--- config.mk ---
export PLATFORM = sky130hd
export DESIGN_NAME = branch_predict_ctrl
export DESIGN_NICKNAME = d
export VERILOG_FILES = /design/src/rtl/bp_pkg.sv /design/src/rtl/bp_track_fifo.sv /design/src/rtl/branch_predict_ctrl.sv
export SDC_FILE = /design/constraint.sdc
export NUM_CORES = 1
export LEC_CHECK = 0
export ABC_AREA = 0
export BUFFER_PORTS_ARGS = -buffer_cell sky130_fd_sc_hd__buf_2
export CAP_MARGIN = 20
export CORE_UTILIZATION = 58
export CTS_BUF_LIST = sky130_fd_sc_hd__clkbuf_8
export DETAILED_ROUTE_END_ITERATION = 8
export PLACE_DENSITY = 0.95
export SYNTH_ARGS = -nofsm -noshare
export SYNTH_HDL_FRONTEND = slang
export SYNTH_SLANG_ARGS = --single-unit
--- constraint.sdc ---
create_clock -name clk -period 4 [get_ports clk]
set_input_delay 0.4 -clock clk [delete_from_list [all_inputs] [get_ports clk]]
set_output_delay 0.4 -clock clk [all_outputs]
set_load 0.05 [all_outputs]
--- src/rtl/bp_pkg.sv ---
// Shared types for the branch-predictor controller: FSM state and the
// in-flight tracking entry {table index, predicted direction}.
package bp_pkg;

  localparam int BP_BHT_ADDR_LEN = 7;

  typedef enum logic {
    RUN   = 1'b0,
    FLUSH = 1'b1
  } bp_state_t;

  typedef struct packed {
    logic [BP_BHT_ADDR_LEN-1:0] index;
    logic                       predicted;
  } bp_entry_t;

endpackage

--- src/rtl/bp_track_fifo.sv ---
// Synchronous circular queue of in-flight predictions; clear wins over
// push/pop so a mispredict drops everything, including a same-cycle push.
module bp_track_fifo #(
  parameter int DEPTH = 4,
  parameter int W     = 8
) (
  input  logic                   clk,
  input  logic                   rst,
  input  logic                   push,
  input  logic                   pop,
  input  logic                   clear,
  input  logic [W-1:0]           din,
  output logic                   full,
  output logic                   empty,
  output logic [$clog2(DEPTH):0] count,
  output logic [W-1:0]           head
);
  localparam int PW = $clog2(DEPTH);

  logic [W-1:0]  mem [DEPTH];
  logic [PW-1:0] rd_ptr;
  logic [PW-1:0] wr_ptr;
  logic          do_push;
  logic          do_pop;

  assign full    = (count == (PW+1)'(DEPTH));
  assign empty   = (count == '0);
  assign do_push = push & ~full;
  assign do_pop  = pop & ~empty;
  assign head    = mem[rd_ptr];

  // Pointers wrap naturally because DEPTH is a power of two
  always_ff @(posedge clk or posedge rst) begin
    if (rst) begin
      rd_ptr <= '0;
      wr_ptr <= '0;
      count  <= '0;
    end else if (clear) begin
      rd_ptr <= '0;
      wr_ptr <= '0;
      count  <= '0;
    end else begin
      if (do_push) wr_ptr <= wr_ptr + 1'b1;
      if (do_pop)  rd_ptr <= rd_ptr + 1'b1;
      count <= count + (PW+1)'(do_push) - (PW+1)'(do_pop);
    end
  end

  always_ff @(posedge clk) begin
    if (do_push && !clear) mem[wr_ptr] <= din;
  end

endmodule

--- src/rtl/branch_predict_ctrl.sv ---
// Branch history table sequencer: fetch-side lookup, in-flight tracking,
// update/flush on resolution. Optional counters under BP_STATS_EN.
module branch_predict_ctrl
  import bp_pkg::*;
#(
  parameter int BHT_ADDR_LEN = 7,
  parameter int QUEUE_DEPTH  = 4
`ifdef BP_STATS_EN
  , parameter int CNT_W      = 32
`endif
) (
  input  logic                         clk,
  input  logic                         rst,
  input  logic                         if_valid,
  input  logic [31:0]                  if_pc,
  output logic                         if_ready,
  output logic [BHT_ADDR_LEN-1:0]      bht_raddr,
  input  logic                         bht_taken,
  output logic                         pred_taken,
  input  logic                         ex_valid,
  input  logic                         ex_taken,
  output logic                         bht_we,
  output logic [BHT_ADDR_LEN-1:0]      bht_waddr,
  output logic                         bht_wtaken,
  output logic                         flush,
  output logic [$clog2(QUEUE_DEPTH):0] occupancy,
  output logic                         underflow_err
`ifdef BP_STATS_EN
  , output logic [CNT_W-1:0]           br_cnt
  , output logic [CNT_W-1:0]           miss_cnt
`endif
);
  localparam int EW = BHT_ADDR_LEN + 1;

  bp_state_t               state, next_state;
  logic                    full, empty;
  logic [EW-1:0]           head;
  logic [BHT_ADDR_LEN-1:0] head_index;
  logic                    head_pred;
  logic                    push, resolve, mispredict, underflow_hit;
  logic                    we_p1, wtaken_p1, flush_p1, underflow_p1;
  logic [BHT_ADDR_LEN-1:0] waddr_p1;
  logic                    unused_pc;

  assign unused_pc  = ^{if_pc[31:BHT_ADDR_LEN+2], if_pc[1:0]};
  assign bht_raddr  = if_pc[BHT_ADDR_LEN+1:2];
  assign pred_taken = if_valid & bht_taken;
  assign head_index = head[EW-1:1];
  assign head_pred  = head[0];

  always_ff @(posedge clk or posedge rst) begin
    if (rst) state <= RUN;
    else     state <= next_state;
  end

  always_comb begin
    next_state    = RUN;
    if_ready      = 1'b0;
    push          = 1'b0;
    resolve       = 1'b0;
    mispredict    = 1'b0;
    underflow_hit = 1'b0;
    case (state)
      RUN: begin
        if_ready      = ~full;
        push          = if_valid & ~full;
        resolve       = ex_valid & ~empty;
        underflow_hit = ex_valid & empty;
        mispredict    = resolve & (head_pred != ex_taken);
        if (mispredict) next_state = FLUSH;
      end
      default: next_state = RUN;
    endcase
  end

  bp_track_fifo #(
    .DEPTH (QUEUE_DEPTH),
    .W     (EW)
  ) u_track (
    .clk   (clk),
    .rst   (rst),
    .push  (push & ~mispredict),
    .pop   (resolve & ~mispredict),
    .clear (mispredict),
    .din   ({bht_raddr, bht_taken}),
    .full  (full),
    .empty (empty),
    .count (occupancy),
    .head  (head)
  );

  // p0 -> p1: resolution outcome becomes the table write and flush pulse
  always_ff @(posedge clk or posedge rst) begin
    if (rst) begin
      we_p1        <= 1'b0;
      waddr_p1     <= '0;
      wtaken_p1    <= 1'b0;
      flush_p1     <= 1'b0;
      underflow_p1 <= 1'b0;
    end else begin
      we_p1    <= resolve;
      flush_p1 <= mispredict;
      if (underflow_hit) underflow_p1 <= 1'b1;
      if (resolve) begin
        waddr_p1  <= head_index;
        wtaken_p1 <= ex_taken;
      end
    end
  end

  assign bht_we        = we_p1;
  assign bht_waddr     = waddr_p1;
  assign bht_wtaken    = wtaken_p1;
  assign flush         = flush_p1;
  assign underflow_err = underflow_p1;

`ifdef BP_STATS_EN
  function automatic logic [CNT_W-1:0] sat_inc(input logic [CNT_W-1:0] v);
    return (&v) ? v : v + CNT_W'(1);
  endfunction

  always_ff @(posedge clk or posedge rst) begin
    if (rst) begin
      br_cnt   <= '0;
      miss_cnt <= '0;
    end else begin
      if (resolve)    br_cnt   <= sat_inc(br_cnt);
      if (mispredict) miss_cnt <= sat_inc(miss_cnt);
    end
  end
`endif

endmodule

==> metrics <==
CP required 4.18 ns; Crit. End Element flop; die area 4090 sq um; Async S/R FF share, synth 0.360; max_cap viols 0; R2R Path End u_track.count[2]$_DFF_PP0_; first-pass GRT wire length 5880 um; flop2flop setup slack 0.99 ns; CTS root buffer clkbuf_8; commonest non-fill, non-tap cell in the layout buf_2; total CTS buffers 5; cell leakage power 1.01 nW; initial antenna violation count 0; R2R cell count 11; sequential-to-total area share from yosys stat 0.634; Synth Register Bits 50; synthesized area 2230 sq um; worst min-delay path category input port to async pin; Placer Congestion 0.778; f_max 332 MHz; vias per inst 5.55; sequential fraction of design power 0.407; cell breakdown of the critical path mux2i_1 -> mux2_2 -> a21boi_0 -> ha_1 -> inv_1 -> ha_1 -> inv_1 -> fa_1 -> xor2_1 -> xnor2_1 -> a31oi_1; Syn Nets 184; vias in the first global route 1252; syn avg cell area 16.0 sq um; post-CTS setup buffer count 0; Synth area leaders edfxtp_1 (43%), dfrtp_1 (20%), mux4_2 (7.1%), ha_1 (3.4%), mux2_4 (3.4%); # setup viols final 0; CTS Buffer Depth 2; # diodes 0; sw frac 0.414; combinational power share 0.441; dpl hpwl 2440 um; Hold Fails Final Rpt 0; DR WL/cell 16.0 um; DR iter-0 viols 30; clock share of power 0.152; # IOs 61; DRC 0; worst-case clock skew 0.0104 ns; Die W 64.0 um; reg-to-reg startpoint u_track.rd_ptr[1]$_DFFE_PP0P_; share of layout cells above drive strength 1 0.382; nets 217; Period minus WS final 3.01 ns; Overflow after GRT 0; worst vdd ir 0.427 mV; P&R area growth vs syn 11.9%; PostCTS Resize Cnt 0; largest fanout on the critical path 12; internal power 0.00118 W; setup TNS 0 ns; hold buffer count at cts 0; Post-synth EDFFs 32; status finished, final reports clean; RSZ-0062 raised after global routing false; TritonCTS clock tree done; warnings from Yosys 0; Main synth FF type edfxtp_1; initial core utilization 0.608; Die Y-Extent 64.0 um; cell row count 22; detailed-router iteration count before antenna repair 4; post-synth top area cell edfxtp_1; core area 3660 sq um; Final Max Slew Viols 0; Worst path max stage delay 0.65 ns; clock sink total 50; largest net degree at the start of global routing 24; total power 0.00201 W; Via Count 1226; Total Routing Usage GR 0.202; number of H-tree levels 2; Fillers 231; Worst Path Class, Setup flop to flop; final period utilization 0.753; Unique masters post-synth 34; total wire length 3540 um; Critical-path top delay cell dfrtp_1; Switch Pwr 0.000834 W; Worst-Margin Slew 0.687 ns; headroom to the max-slew limit 0.541; most frequent cells in the layout buf_2 (35), edfxtp_1 (32), dfrtp_1 (18); Post-Syn Instances 139; Skew-Pair Late Insertion Delay 0.30 ns; Power Density 808 nW/um^2; top-area cell type share of the netlist area 0.431; post-route ant nets 0; Hold Slack 0.186 ns; Reg clk slew, reported paths 0.09 ns; crit path DAT 3.19 ns; Setup crit start kind flop; IO Port Bufs 35
-- flip-flops by register name, summed over array words and instances, names as in the netlist --
name and flops:
u_track.wr_ptr 2, bht_waddr 7, u_track.rd_ptr 2, bht_we 1
u_track.mem 32, u_track.count 3, underflow_err 1, bht_wtaken 1
flush 1
-- how the worst max path moves through the flow --
stage / cells past startpoint / startpoint / endpoint
2_1_floorplan: 13 / u_track.count[1]$_DFF_PP0_ / u_track.count[2]$_DFF_PP0_
6_report: 11 / u_track.rd_ptr[1]$_DFFE_PP0P_ / u_track.count[2]$_DFF_PP0_
3_3_place_gp: 11 / u_track.rd_ptr[1]$_DFFE_PP0P_ / u_track.count[2]$_DFF_PP0_
5_1_grt: 11 / u_track.rd_ptr[1]$_DFFE_PP0P_ / u_track.count[2]$_DFF_PP0_
4_1_cts: 11 / u_track.rd_ptr[1]$_DFFE_PP0P_ / u_track.count[2]$_DFF_PP0_
3_5_place_dp: 11 / u_track.rd_ptr[1]$_DFFE_PP0P_ / u_track.count[2]$_DFF_PP0_
-- stage by stage --
stage | instance area, sq um | setup WS, ns | std cells | utilization
after floorplan | 2230 | 1.06 | 139 | -
after global placement | 2390 | 1.15 | 213 | 0.653
after detailed placement | 2390 | 0.960 | 213 | 0.653
after CTS | 2490 | 0.914 | 221 | 0.680
after global routing | 2490 | 0.768 | 221 | 0.680
final | 2490 | 0.988 | 221 | 0.680
-- cell usage after synthesis (all sizes together) (4+ instances only) --
master / n
a311oi: 4
a31oi: 6
buf: 13
dfrtp: 18
edfxtp: 32
ha: 6
inv: 13
mux2: 9
mux2i: 4
mux4: 7
-- layer usage --
metal / part of all wire / track usage / vias to the layer above
met2: 0.53 / 0.350 / 35
met4: 0.031 / 0.119 / 0
li1: - / - / 574
met3: 0.040 / 0.0357 / 10
met5: 0 / 0 / -
met1: 0.40 / 0.235 / 607
-- power by group through the flow --
stage / Clock [W] / Combinational [W] / Sequential, W
final: 0.000306 / 0.000888 / 0.000819
after global placement: 0 / 0.000857 / 0.000820
after global routing: 0.000328 / 0.000960 / 0.000843
after floorplan: 0 / 0.000541 / 0.00101
after detailed placement: 0 / 0.000894 / 0.000832
after CTS: 0.000309 / 0.000899 / 0.000822
-- kinds of logic after synthesis --
| logic type | share of synthesized area |
|---|---|
| AOI/OAI and AO/OA | 0.0539 |
| adders and majority gates | 0.0427 |
| buffers and inverters | 0.0702 |
| and+or+nand+nor | 0.0449 |
| muxes | 0.143 |
| xor gates and xnor gates | 0.0118 |
| DFF | 0.634 |
-- cell type report --
cell class / count / area [sq um] / share of cell area
sequential: 50 / 1410 / 0.567
multi-input combinational: 62 / 659 / 0.265
timing repair buffer: 40 / 213 / 0.0854
clock buffer: 6 / 82.6 / 0.0331
tap: 48 / 60.1 / 0.0241
inverter: 13 / 48.8 / 0.0196
clock inverter: 2 / 16.3 / 0.00653
-- worst max-delay path: cells and delay by family (launching register included) --
| kind | cells | cell delay [ns] |
|---|---|---|
| xor+xnor | 2 | 0.33 |
| fa+ha+maj | 3 | 0.75 |
| flops | 1 | 0.65 |
| compound gates | 2 | 0.29 |
| buf+inv | 2 | 0.10 |
| mux | 2 | 0.76 |
(Power assumes the default switching activity.)
